[config.mk]
export PLATFORM = sky130hd
export DESIGN_NAME = mat_csc_gen
export DESIGN_NICKNAME = d
export VERILOG_FILES = /design/src/rtl/mat_csc_gen.sv
export SDC_FILE = /design/constraint.sdc
export NUM_CORES = 1
export LEC_CHECK = 0
export BUFFER_PORTS_ARGS = -buffer_cell sky130_fd_sc_hd__clkbuf_2
export CAP_MARGIN = 0
export CORE_MARGIN = 5
export CORE_UTILIZATION = 45
export DETAILED_ROUTE_END_ITERATION = 10
export GPL_ROUTABILITY_DRIVEN = 0
export PLACE_DENSITY = 0.66
export SLEW_MARGIN = 20
export SYNTH_ARGS = -nofsm -noshare
export SYNTH_HDL_FRONTEND = slang
export SYNTH_SLANG_ARGS = --single-unit
[constraint.sdc]
create_clock -name clk -period 5.3 [get_ports clk]
set_input_delay 0.265 -clock clk [delete_from_list [all_inputs] [get_ports clk]]
set_output_delay 0.265 -clock clk [all_outputs]
set_load 0.01 [all_outputs]
[src/rtl/mat_csc_gen.sv]
// Chaotic-random sparse matrix generator: streams CSC column pointers and
// (row, value, column) entries built from a random word stream.
module mat_csc_gen #(
    parameter int unsigned RAND_W       = 32,
    parameter int unsigned SUBCAR_NUM   = 16,
    parameter int unsigned OFDM_SYM_NUM = 16,
    parameter int unsigned MAT_COLS     = 256,
    parameter int unsigned NNZ_MAX      = 4,
    parameter int unsigned VAL_W        = 16,
    localparam int unsigned ROWS  = SUBCAR_NUM * OFDM_SYM_NUM,
    localparam int unsigned ROW_W = $clog2(ROWS),
    localparam int unsigned COL_W = $clog2(MAT_COLS),
    localparam int unsigned KW    = $clog2(NNZ_MAX),
    localparam int unsigned PTR_W = $clog2(MAT_COLS * NNZ_MAX + 1)
) (
    input  logic              clk,
    input  logic              rst_n,
    input  logic              start,
    output logic              busy,
    output logic              done,
    input  logic [RAND_W-1:0] rand_data,
    input  logic              rand_vld,
    output logic              rand_rdy,
    output logic [PTR_W-1:0]  ptr_data,
    output logic              ptr_vld,
    input  logic              ptr_rdy,
    output logic [ROW_W-1:0]  ent_row,
    output logic [VAL_W-1:0]  ent_val,
    output logic [COL_W-1:0]  ent_col,
    output logic              ent_last_col,
    output logic              ent_vld,
    input  logic              ent_rdy
);

    localparam int unsigned CNT_W = KW + 1;
    localparam int unsigned KW_S  = (KW == 0) ? 1 : KW;

    typedef enum logic [2:0] {
        IDLE,
        COL_HDR,
        ENTRY,
        FINAL_PTR,
        DONE
    } state_t;

    state_t             state_q, state_d;
    logic [COL_W-1:0]   col_q, col_d;
    logic [PTR_W-1:0]   nnz_q, nnz_d;
    logic [CNT_W-1:0]   col_nnz_q, col_nnz_d;
    logic [CNT_W-1:0]   acc_q, acc_d;
    logic [ROW_W-1:0]   rows_q [NNZ_MAX];
    logic [ROW_W-1:0]   rows_d [NNZ_MAX];
    logic               busy_q, busy_d;
    logic               done_q, done_d;
    logic [PTR_W-1:0]   ptr_data_q, ptr_data_d;
    logic               ptr_vld_q, ptr_vld_d;
    logic [ROW_W-1:0]   ent_row_q, ent_row_d;
    logic [VAL_W-1:0]   ent_val_q, ent_val_d;
    logic [COL_W-1:0]   ent_col_q, ent_col_d;
    logic               ent_last_q, ent_last_d;
    logic               ent_vld_q, ent_vld_d;

    logic               take;
    logic [CNT_W-1:0]   hdr_nnz;
    logic [ROW_W-1:0]   new_row;
    logic [VAL_W-1:0]   new_val;
    logic [VAL_W-1:0]   fix_val;
    logic               dup;
    logic               is_last;
    logic               last_col;
    logic               unused_rand;

    // A word can only be taken when the stream it feeds has room
    assign rand_rdy = ((state_q == COL_HDR) && (!ptr_vld_q || ptr_rdy)) ||
                      ((state_q == ENTRY)   && (!ent_vld_q || ent_rdy));
    assign take     = rand_vld && rand_rdy;

    assign busy         = busy_q;
    assign done         = done_q;
    assign ptr_data     = ptr_data_q;
    assign ptr_vld      = ptr_vld_q;
    assign ent_row      = ent_row_q;
    assign ent_val      = ent_val_q;
    assign ent_col      = ent_col_q;
    assign ent_last_col = ent_last_q;
    assign ent_vld      = ent_vld_q;
    assign unused_rand  = ^rand_data;

    // Word field decode and duplicate-row search over rows already accepted
    always_comb begin
        hdr_nnz  = (KW == 0) ? CNT_W'(1)
                             : CNT_W'(rand_data[RAND_W-1 -: KW_S]) + CNT_W'(1);
        new_row  = rand_data[RAND_W-1 -: ROW_W];
        new_val  = rand_data[VAL_W-1:0];
        fix_val  = (new_val == '0) ? VAL_W'(1) : new_val;
        is_last  = ((acc_q + CNT_W'(1)) == col_nnz_q);
        last_col = (col_q == COL_W'(MAT_COLS - 1));
        dup      = 1'b0;
        for (int i = 0; i < int'(NNZ_MAX); i++) begin
            if ((CNT_W'(i) < acc_q) && (rows_q[i] == new_row)) begin
                dup = 1'b1;
            end
        end
    end

    always_comb begin
        state_d    = state_q;
        col_d      = col_q;
        nnz_d      = nnz_q;
        col_nnz_d  = col_nnz_q;
        acc_d      = acc_q;
        rows_d     = rows_q;
        busy_d     = busy_q;
        done_d     = 1'b0;
        ptr_data_d = ptr_data_q;
        ptr_vld_d  = ptr_vld_q && !ptr_rdy;
        ent_row_d  = ent_row_q;
        ent_val_d  = ent_val_q;
        ent_col_d  = ent_col_q;
        ent_last_d = ent_last_q;
        ent_vld_d  = ent_vld_q && !ent_rdy;

        case (state_q)
            IDLE: begin
                if (start) begin
                    state_d = COL_HDR;
                    col_d   = '0;
                    nnz_d   = '0;
                    busy_d  = 1'b1;
                end
            end
            COL_HDR: begin
                if (take) begin
                    col_nnz_d  = hdr_nnz;
                    acc_d      = '0;
                    for (int i = 0; i < int'(NNZ_MAX); i++) begin
                        rows_d[i] = '0;
                    end
                    ptr_data_d = nnz_q;
                    ptr_vld_d  = 1'b1;
                    state_d    = ENTRY;
                end
            end
            ENTRY: begin
                if (take && !dup) begin
                    for (int i = 0; i < int'(NNZ_MAX); i++) begin
                        if (CNT_W'(i) == acc_q) begin
                            rows_d[i] = new_row;
                        end
                    end
                    acc_d      = acc_q + CNT_W'(1);
                    nnz_d      = nnz_q + PTR_W'(1);
                    ent_row_d  = new_row;
                    ent_val_d  = fix_val;
                    ent_col_d  = col_q;
                    ent_last_d = is_last;
                    ent_vld_d  = 1'b1;
                    if (is_last) begin
                        if (last_col) begin
                            state_d = FINAL_PTR;
                        end else begin
                            col_d   = col_q + COL_W'(1);
                            state_d = COL_HDR;
                        end
                    end
                end
            end
            FINAL_PTR: begin
                if (!ptr_vld_q || ptr_rdy) begin
                    ptr_data_d = nnz_q;
                    ptr_vld_d  = 1'b1;
                    state_d    = DONE;
                end
            end
            DONE: begin
                if (!ptr_vld_q || ptr_rdy) begin
                    done_d  = 1'b1;
                    busy_d  = 1'b0;
                    state_d = IDLE;
                end
            end
            default: begin
                state_d = IDLE;
            end
        endcase
    end

    always_ff @(posedge clk or negedge rst_n) begin
        if (!rst_n) begin
            state_q    <= IDLE;
            col_q      <= '0;
            nnz_q      <= '0;
            col_nnz_q  <= '0;
            acc_q      <= '0;
            for (int i = 0; i < int'(NNZ_MAX); i++) begin
                rows_q[i] <= '0;
            end
            busy_q     <= 1'b0;
            done_q     <= 1'b0;
            ptr_data_q <= '0;
            ptr_vld_q  <= 1'b0;
            ent_row_q  <= '0;
            ent_val_q  <= '0;
            ent_col_q  <= '0;
            ent_last_q <= 1'b0;
            ent_vld_q  <= 1'b0;
        end else begin
            state_q    <= state_d;
            col_q      <= col_d;
            nnz_q      <= nnz_d;
            col_nnz_q  <= col_nnz_d;
            acc_q      <= acc_d;
            rows_q     <= rows_d;
            busy_q     <= busy_d;
            done_q     <= done_d;
            ptr_data_q <= ptr_data_d;
            ptr_vld_q  <= ptr_vld_d;
            ent_row_q  <= ent_row_d;
            ent_val_q  <= ent_val_d;
            ent_col_q  <= ent_col_d;
            ent_last_q <= ent_last_d;
            ent_vld_q  <= ent_vld_d;
        end
    end

endmodule

==> results.json <==
{
  "worst-r2r-setup-slack_ns": 1.56,
  "num-fill-cells": 965,
  "holdCritPathClass": "in -> reg",
  "postSynthRegisterBits": 108,
  "outcome": "finished, final reports clean",
  "initial_core_util_pct": 46.5,
  "finalCriticalPeriod_ns": 3.74,
  "antenna_cells_inserted": 0,
  "ys_dominant_reg_cell": "dfrtp_1",
  "combinational_family_with_the_most_area_after_synthesis": "compound AO/OA/AOI/OAI gates",
  "power.leakage_nw": 2.77,
  "postSynthAreaPerCell_um2": 11.9,
  "crit_type": "reg -> reg",
  "grt_setup_unrepaired": "no",
  "totalWireLength_um": 10800,
  "cts_resized": 0,
  "p_int_mw": 1.73,
  "maximum_vdd_ir_drop_v": 0.000258,
  "cp-endpoint": "rows_q[21]",
  "setup_total_negative_slack_ns": 0,
  "portion_of_total_power_attributed_to_combinational_logic_pct": 32.7,
  "timing.max_slew.rel_slack_pct": 33.2,
  "clkSlewWorstSetupHoldPaths_ns": 0.07,
  "cts-htree-levels": 3,
  "worst_skew_pair.late_latency_ns": 0.34,
  "warnings_synthesis": 0,
  "tritoncts": "done",
  "detailedPlace.worstSlack_ns": 1.55,
  "timing.rr.start": "state_q[1]",
  "grt_usage_pct": 16.3,
  "powerDensity_mw_per_mm2": 462,
  "setup_viol": 0,
  "synthMuxAreaShare_pct": 10.2,
  "dp.final_hpwl_um": 7540,
  "min_period_over_period_pct": 70.5,
  "max_slew.worst_pin.slew_ns": 0.998,
  "start_kind": "flop",
  "net-switching-power_mw": 0.964,
  "overflow": 0,
  "final_max_slew_viol_count": 0,
  "min_path_cells": 2,
  "number_of_global_route_vias_before_repair": 3581,
  "final_core_utilization_pct": 53.4,
  "antenna_left": 0,
  "std_cell_rows": 38,
  "hold_fails_final_rpt": 0,
  "synthDistinctLibCells": 47,
  "grt_pass1_wl_um": 17700,
  "core_mm2": 0.0109,
  "dpl_cell_area_mm2": 0.00553,
  "ff2ff_path_depth": 6,
  "drt-initial-drc-count": 202,
  "drtPass1Iterations": 6,
  "dieArea_mm2": 0.0135,
  "synth_area_mm2": 0.00508,
  "ff_latch_area_mm2": 0.00270,
  "max_cap_viol_count": 0,
  "post_layout_net_count": 539,
  "clkSinkCount": 108,
  "clk_root_buffer_cell": "clkbuf_16",
  "power.switching_fraction_pct": 35.8,
  "worst_ep_required_time_ns": 5.58,
  "fin_area_mm2": 0.00583,
  "post_synth_fa_ha_maj_area_fraction_pct": 1.48,
  "cts_inserted_buffers": 9,
  "r2r-end": "rows_q[21]",
  "final_clock_skew_ns": 0.0108,
  "num_io_pins": 87,
  "timing.critical_path.from": "state_q[1]",
  "critical_path_arrival_ns": 4.02,
  "route.detailed.wl_per_inst_um": 16.8,
  "die_w_um": 116,
  "synth_compound_area_share_pct": 14.6,
  "drive_gt1_share_pct": 23.8,
  "multiInputGateArea_mm2": 0.00223,
  "floorplan.die.height_um": 116,
  "number_of_flops_mapped_to_enable_cells_by_yosys": 0,
  "synth-seq-area-share_pct": 53.2,
  "via_per_inst": 5.64,
  "drc_errors": 0,
  "max_freq_mhz": 267,
  "design_power_total_mw": 2.70,
  "setup_ws_ns": 1.56,
  "syn_nets": 470,
  "antenna_violations_before_repair": 0,
  "post_synth_xor_area_fraction_pct": 6.20,
  "io_buffers": 78,
  "yosys.area_share.simple_pct": 11.4,
  "seq_power_share_pct": 42.3,
  "asyncSetResetFlopFracSynth_pct": 100,
  "syn-instance-count": 426,
  "cts_max_path_buffers": 2,
  "grt_max_degree": 66,
  "p_clk_share_pct": 25.0,
  "worst-path-max-fanout": 49,
  "area_delta_synth_final_pct": 14.8,
  "via_count": 3604,
  "timing.critical_path.to_type": "flop"
}
## critical path, stage by stage, from the launching register on
cell,delay (ns)
dfrtp_1,0.48
nor2b_1,0.27
nand2b_1,0.56
nor4b_4,0.84
nand2_4,0.52
nor4_2,0.73
a22o_1,0.26
## registers in the layout, summed over array words and instances (netlist names)
| signal | count |
|---|---|
| ent_col | 8 |
| state_q | 3 |
| col_nnz_q | 3 |
| done | 1 |
| ent_row | 8 |
| ent_last_col | 1 |
| ptr_vld | 1 |
| ent_val | 16 |
| busy | 1 |
| ent_vld | 1 |
| rows_q | 32 |
| col_q | 8 |
| nnz_q | 11 |
| acc_q | 3 |
| ptr_data | 11 |
## routing by layer
layer / track usage (%) / up-vias / routed length, µm
met1: 22.8 / 1818 / 5040
met5: 0 / - / 0
met2: 26.2 / 70 / 5030
li1: - / 1702 / -
met3: 2.80 / 14 / 514
met4: 4.64 / 0 / 164
## power groups by stage
stage	Clock [mW]	Sequential (mW)	Combinational, mW
global placement	0	1.14	0.872
detailed placement	0	1.15	0.894
floorplan	0	1.17	0.596
global route	0.722	1.17	0.977
finish	0.674	1.14	0.882
CTS	0.690	1.14	0.898
## final cells by class
type / instances / share of cell area (%)
Inverter: 4 / 0.257
Tap cell: 140 / 3.00
Clock buffer: 9 / 3.86
Timing Repair Buffer: 80 / 7.03
Multi-Input combinational cell: 292 / 38.3
Clock inverter: 6 / 1.24
Sequential cell: 108 / 46.3
## cell usage after synthesis (2+ instances only)
| cell | n | share of area [%] |
|---|---|---|
| dfrtp_1 | 108 | 53 |
| nor4_1 | 5 | 0.62 |
| buf_6 | 2 | 0.44 |
| a31oi_1 | 7 | 0.86 |
| buf_4 | 7 | 1.0 |
| nand2b_1 | 6 | 0.74 |
| ha_1 | 6 | 1.5 |
| nand3b_1 | 2 | 0.30 |
| nor2b_1 | 7 | 0.86 |
| o21ai_2 | 4 | 0.69 |
| xor2_1 | 14 | 2.4 |
| nand4_1 | 3 | 0.37 |
| nor3_1 | 9 | 0.89 |
| a21oi_1 | 4 | 0.39 |
| mux2_1 | 32 | 7.1 |
| nand3_1 | 16 | 1.6 |
| o32a_1 | 2 | 0.39 |
| o21ai_0 | 12 | 1.2 |
| buf_2 | 7 | 0.69 |
| and3_1 | 10 | 1.2 |
| xnor2_1 | 22 | 3.8 |
| mux2_2 | 14 | 3.1 |
| nand2_1 | 10 | 0.74 |
| inv_1 | 4 | 0.30 |
| clkbuf_1 | 4 | 0.30 |
| a41oi_1 | 2 | 0.34 |
| a311o_1 | 2 | 0.39 |
| buf_1 | 2 | 0.15 |
| nor3b_1 | 3 | 0.44 |
| o31ai_1 | 10 | 1.5 |
| nor2_1 | 25 | 1.8 |
| o21ai_1 | 18 | 1.8 |
| a22o_1 | 32 | 5.5 |
| a21o_1 | 2 | 0.30 |
## cell usage in the layout (no fill, tap or decap), types with 7 or more instances in the layout
master | netlist | routed
mux2_2 | 14 | 14
xnor2_1 | 22 | 22
o31ai_1 | 10 | 10
nor2_1 | 25 | 25
nor3_1 | 9 | 9
nand2_1 | 10 | 10
clkbuf_16 | 0 | 9
dfrtp_1 | 108 | 108
nor2b_1 | 7 | 7
nand3_1 | 16 | 16
a22o_1 | 32 | 32
clkbuf_2 | 0 | 77
and3_1 | 10 | 10
o21ai_1 | 18 | 18
a31oi_1 | 7 | 7
mux2_1 | 32 | 32
xor2_1 | 14 | 14
o21ai_0 | 12 | 12
## metrics by stage
step	cells	hold WS [ns]
2_1_floorplan	426	-0.0306
3_3_place_gp	623	0.302
3_5_place_dp	623	0.308
4_1_cts	639	0.139
5_1_grt	639	0.149
6_report	639	0.146
## kinds of logic (layout without fill, tap and decap cells)
| family | after synthesis | after routing |
|---|---|---|
| DFF | 108 | 108 |
| and+or+nand+nor | 103 | 103 |
| adders and majority gates | 6 | 6 |
| buffers and inverters | 26 | 99 |
| xor gates and xnor gates | 36 | 36 |
| muxes | 46 | 46 |
| AOI/OAI and AO/OA | 101 | 101 |
## how the worst min path moves through the flow
stage                 startpoint          to
global placement           rst_n  ent_row[6]
CTS                 rand_data[9]  ent_val[9]
finish              rand_data[9]  ent_val[9]
floorplan                  rst_n    acc_q[0]
detailed placement         rst_n  ent_row[6]
global route        rand_data[5]  ent_val[5]
## what timing repair did
| action | in CTS | in global routing |
|---|---|---|
| hold buffers | 1 | 0 |
| buffers inserted | 0 | 0 |
| endpoints found under the hold margin | 43 | 0 |
Power figures use the tool's default switching activity.
